**src/rtl/serial_unsigned_subtractor.sv**
```systemverilog
// ---------------------------------------------------------------------------
// serial_unsigned_subtractor
//
// Multi-cycle unsigned subtract-with-borrow. Computes {bo, D} = A - B - bi
// over N/W clock steps, W bits per step, least-significant slice first.
// It is the area-lean companion of the combinational unsigned adder and keeps
// the same operand/carry conventions (A/B/bi in, D/bo out).
//
// Parameters
//   N     operand and result width in bits
//   W     bits processed per step (1 <= W <= N, N % W == 0)
//
// Ports
//   clk    in   rising-edge clock
//   rst    in   synchronous, active-high reset (beats start on the same edge)
//   start  in   request an operation; honoured only in IDLE or DONE
//   A      in   minuend, captured on the accepted start edge
//   B      in   subtrahend, captured on the accepted start edge
//   bi     in   borrow-in, captured on the accepted start edge
//   busy   out  high while the operation is stepping (RUN)
//   done   out  one-cycle pulse when D/bo have just been updated
//   D      out  difference (A - B - bi) mod 2^N, held until next completion
//   bo     out  borrow-out, 1 iff A < B + bi, held until next completion
// ---------------------------------------------------------------------------
module serial_unsigned_subtractor #(
    parameter int N = 8,
    parameter int W = 1
) (
    input  logic         clk,
    input  logic         rst,
    input  logic         start,
    input  logic [N-1:0] A,
    input  logic [N-1:0] B,
    input  logic         bi,
    output logic         busy,
    output logic         done,
    output logic [N-1:0] D,
    output logic         bo
);

    if (W < 1 || W > N || (N % W) != 0) begin : g_bad_params
        $error("serial_unsigned_subtractor: W must satisfy 1 <= W <= N and N %% W == 0");
    end

    localparam int STEPS = N / W;
    // Keep the counter at least one bit wide even for the single-step case.
    localparam int CNT_W = (STEPS > 1) ? $clog2(STEPS) : 1;
    localparam logic [CNT_W-1:0] LAST_STEP = CNT_W'(STEPS - 1);

    localparam logic [1:0] S_IDLE = 2'd0;
    localparam logic [1:0] S_RUN  = 2'd1;
    localparam logic [1:0] S_DONE = 2'd2;

    logic [1:0]       state_q, state_d;
    logic [CNT_W-1:0] cnt_q,   cnt_d;
    logic [N-1:0]     a_q,     a_d;
    logic [N-1:0]     b_q,     b_d;
    logic [N-1:0]     res_q,   res_d;
    logic             brw_q,   brw_d;
    logic [N-1:0]     d_q,     d_d;
    logic             bo_q,    bo_d;

    logic [W:0]       step_diff;
    logic [N+W-1:0]   a_ext;
    logic [N+W-1:0]   b_ext;
    logic [N+W-1:0]   res_ext;
    logic [N-1:0]     res_next;
    logic             load;

    always_comb begin
        // One slice of the subtraction: the MSB of the (W+1)-bit result is
        // set exactly when the slice underflowed, i.e. it is the next borrow.
        step_diff = {1'b0, a_q[W-1:0]} - {1'b0, b_q[W-1:0]} - {{W{1'b0}}, brw_q};

        // Right shifts written as slices of a zero-extended copy so that the
        // W == N case (shift out everything) needs no special handling.
        a_ext    = {{W{1'b0}}, a_q};
        b_ext    = {{W{1'b0}}, b_q};
        // New slice enters at the top; after N/W steps the first slice has
        // walked down to bit 0 and the register holds the full difference.
        res_ext  = {step_diff[W-1:0], res_q};
        res_next = res_ext[N+W-1:W];

        load = start && ((state_q == S_IDLE) || (state_q == S_DONE));

        state_d = state_q;
        cnt_d   = cnt_q;
        a_d     = a_q;
        b_d     = b_q;
        res_d   = res_q;
        brw_d   = brw_q;
        d_d     = d_q;
        bo_d    = bo_q;

        case (state_q)
            S_IDLE: begin
                if (start) begin
                    state_d = S_RUN;
                end
            end
            S_RUN: begin
                a_d   = a_ext[N+W-1:W];
                b_d   = b_ext[N+W-1:W];
                res_d = res_next;
                brw_d = step_diff[W];
                cnt_d = cnt_q + CNT_W'(1);
                if (cnt_q == LAST_STEP) begin
                    // Publish straight from the shifted value so the last
                    // slice is included on this same edge.
                    state_d = S_DONE;
                    d_d     = res_next;
                    bo_d    = step_diff[W];
                end
            end
            S_DONE: begin
                state_d = start ? S_RUN : S_IDLE;
            end
            default: begin
                state_d = S_IDLE;
            end
        endcase

        // Fresh capture; the incoming borrow seeds the running borrow.
        if (load) begin
            a_d   = A;
            b_d   = B;
            brw_d = bi;
            cnt_d = '0;
        end
    end

    always_ff @(posedge clk) begin
        if (rst) begin
            state_q <= S_IDLE;
            cnt_q   <= '0;
            a_q     <= '0;
            b_q     <= '0;
            res_q   <= '0;
            brw_q   <= 1'b0;
            d_q     <= '0;
            bo_q    <= 1'b0;
        end else begin
            state_q <= state_d;
            cnt_q   <= cnt_d;
            a_q     <= a_d;
            b_q     <= b_d;
            res_q   <= res_d;
            brw_q   <= brw_d;
            d_q     <= d_d;
            bo_q    <= bo_d;
        end
    end

    // Status decoded from the state flop only; no input reaches an output
    // without passing through a register.
    assign busy = (state_q == S_RUN);
    assign done = (state_q == S_DONE);
    assign D    = d_q;
    assign bo   = bo_q;

endmodule

```
**config.mk**
```make
export PLATFORM = sky130hd
export DESIGN_NAME = serial_unsigned_subtractor
export DESIGN_NICKNAME = d
export VERILOG_FILES = /design/src/rtl/serial_unsigned_subtractor.sv
export SDC_FILE = /design/constraint.sdc
export NUM_CORES = 1
export LEC_CHECK = 0
export ABC_CLOCK_PERIOD_IN_PS = 1200
export CORE_UTILIZATION = 45
export CTS_CLUSTER_SIZE = 12
export DETAILED_ROUTE_END_ITERATION = 10
export PLACE_DENSITY = 0.85
export SYNTH_ARGS = -nofsm -noshare
export SYNTH_HDL_FRONTEND = slang
export SYNTH_SLANG_ARGS = --single-unit
```
**constraint.sdc**
```tcl
create_clock -name clk -period 1.2 [get_ports clk]
set_input_delay 0.12 -clock clk [delete_from_list [all_inputs] [get_ports clk]]
set_output_delay 0.12 -clock clk [all_outputs]
set_load 0.05 [all_outputs]
```
==> metrics.yaml <==
status: "finished, violations left"
violations: "setup timing"
wl_mm: 5.38
cts_root_buf: "clkbuf_4"
cp-start-kind: "flop"
setup_viol: 24
synth_nets: 202
place_inst: 254
synth-seq-area-share_pct: 48.6
drtAntennaViolNets: 0
synth.avg_cell_area_um2: 8.75
worst-path-stages: 4
drt_iter0_markers: 107
hold_viol_final: 0
setup_ws_ps: -92.2
period_minus_slack_ps: 1290
vdd_drop_max_uv: 605
first_pass_iters: 5
place.gp.congestion: 0.743
period_share_pct: 108
cap_violations: 0
via_per_inst: 5.88
slowest_delay_ps: 340
critical_path.cell_chain: "nand2b_4 -> inv_4 -> buf_12 -> buf_12"
critical-path-top-delay-family: "flip-flops"
critical_path_buf_inv_count: 3
grt_pass1_vias: 1460
ios: 31
tritoncts: "built"
rsz0062_at_grt: "yes"
hold-worst-slack_ps: 373
die-area_um2: 3720
start_util_pct: 46.9
worst-slew-pin-transition_ps: 237
drive_gt1_share_pct: 40.8
end_kind: "output pin"
final_util_pct: 78.7
fin_worst_skew_ps: 13.1
cts_buffer_depth: 2
ctsHoldBuffers: 0
grt_max_degree: 39
clock_latency_ps: 360
synthesis.area_um2: 1570
grt_pass1_wl_mm: 6.83
min_path_type: "input pin to flop"
final_cells: 279
numCtsBuffers: 5
slowest_stage: "dfxtp_2"
coreArea_um2: 3340
critical_path_class: "flop to output pin"
antenna_cells: 0
vias: 1640
numPortBuffers: 30
relSlewSlack_pct: 84.1
worstHoldPathCells: 3
drv_slew: 0
power_leakage_nw: 0.952
required_ps: 1080
avgRoutedWirePerCell_um: 19.3
cts.sinks: 38
synth-edff-count: 0
die_h_um: 61
grt_overflow: 0
rows: 21
drcViolationCount: 0
synth.distinct_cells: 27
dpl.hpwl_mm: 2.23
ys_ff_latch: 38
synth_ff_type: "dfxtp_1"
path_common_cell: "buf_12"
tns_ps: -1020
die_w_um: 61
p_total_w: 0.00275
cts.clk_slew.worst_paths_ps: 100
htreeDepth: 2
synthArstFlopShare_pct: 0
synthCells: 179
crit_fanout: 3
power_density_nw_per_um2: 1050
fin_nets: 255
r2r.worst_path.cells: 5
cp.arrival_ps: 1170
grt_use_total_pct: 26.3
antenna_found_initial: 0
ys_warn_count: 0
area_growth_pct: 67.7
max_freq_mhz: 774
## state kept, by name, indices dropped and copies added, names as in the netlist
register  cells
b_q           8
a_q           8
brw_q         1
D             8
bo            1
state_q       2
res_q         7
cnt_q         3
## Yosys cell counts (2+ instances only)
cell type  count  area share (%)
nand2_1       41             9.8
dfxtp_1       38              49
a21oi_1       18             5.8
nor2_1        12             2.9
nand3_1       11             3.5
nor3_1        10             3.2
a311oi_1       9             5.0
buf_2          6             1.9
buf_6          4             2.9
clkbuf_1       3            0.72
mux2i_1        3             1.9
o22ai_1        3             1.2
a22oi_1        2            0.96
a311oi_2       2             1.9
buf_4          2            0.96
ha_1           2             1.6
nand2b_1       2            0.80
nor2b_1        2            0.80
## cell type report
class	count	area, um^2
Clock buffer	7	55.1
Timing Repair Buffer	62	878
Sequential cell	38	769
Tap cell	46	57.6
Clock inverter	1	5.00
Fill cell	181	711
Inverter	2	10.0
Multi-Input combinational cell	123	851
## layer usage
| metal | track usage, % | wire [um] | vias to the layer above |
|---|---|---|---|
| li1 | - | - | 729 |
| met4 | 14.3 | 281 | 0 |
| met2 | 44.7 | 2650 | 79 |
| met3 | 8.96 | 340 | 32 |
| met1 | 28.8 | 2110 | 800 |
| met5 | 0 | 0 | - |
## worst paths after layout
check                     startpoint               endpoint  slack (ps)
max          state_q[1]$_SDFFE_PP0P_                   busy         -90
min                             A[5]    a_q[5]$_SDFFE_PP0P_         370
max reg2reg  state_q[0]$_SDFFE_PP0P_    b_q[0]$_SDFFE_PP0P_         -90
min reg2reg    res_q[1]$_SDFFE_PP0P_  res_q[1]$_SDFFE_PP0P_         480
## cell usage in the layout, fill, tap and decap left out, drive strengths merged
cell / netlist / routed
o22ai: 3 / 3
nor2b: 2 / 2
a311oi: 11 / 11
xnor2: 1 / 1
nor3: 10 / 10
a211oi: 1 / 1
mux2i: 3 / 3
a21oi: 18 / 18
nand2b: 2 / 2
o21a: 1 / 1
nand2: 41 / 41
fa: 1 / 1
clkdlybuf4s50: 0 / 19
clkbuf: 3 / 11
clkinv: 0 / 1
dfxtp: 38 / 38
a22oi: 2 / 2
nand3b: 1 / 1
nor2: 13 / 13
ha: 2 / 2
nand3: 11 / 11
buf: 13 / 39
inv: 2 / 2
## worst register-to-register path, delay by kind of cell, from the launching register on
| family | cells | cell delay, ps |
|---|---|---|
| DFF | 1 | 390 |
| AOI/OAI and AO/OA | 1 | 260 |
| and+or+nand+nor | 2 | 250 |
| buffers and inverters | 2 | 310 |
## cells by family after synthesis
group	synth area share [%]
AND/OR/NAND/NOR	21.9
flip-flops	48.6
XOR/XNOR	0.559
adder cells (fa/ha/maj)	2.88
multiplexers	1.92
AO/OA/AOI/OAI	16.1
buffers and inverters	8.07
## where the power goes
| part | internal [W] | total (W) | switching, W |
|---|---|---|---|
| sequential | 0.00132 | 0.00138 | 0.0000514 |
| combinational | 0.000360 | 0.000649 | 0.000289 |
| clock | 0.000284 | 0.000721 | 0.000437 |
## metrics by stage
stage	setup WS, ps	instance area, um^2
after global placement	-43.7	2080
final	-92.2	2630
after floorplan	19.3	1570
after global routing	-206	2630
after CTS	-58.4	2380
after detailed placement	-63.8	2080
## timing repair
item	4_1_cts	5_1_grt
pin swaps	9	22
resized for setup	26	32
buffers inserted	7	2
hold endpoints to repair	0	0
gates cloned	4	4
endpoints found under the setup margin	24	31
Note: power is estimated with default switching activity, not from simulation.
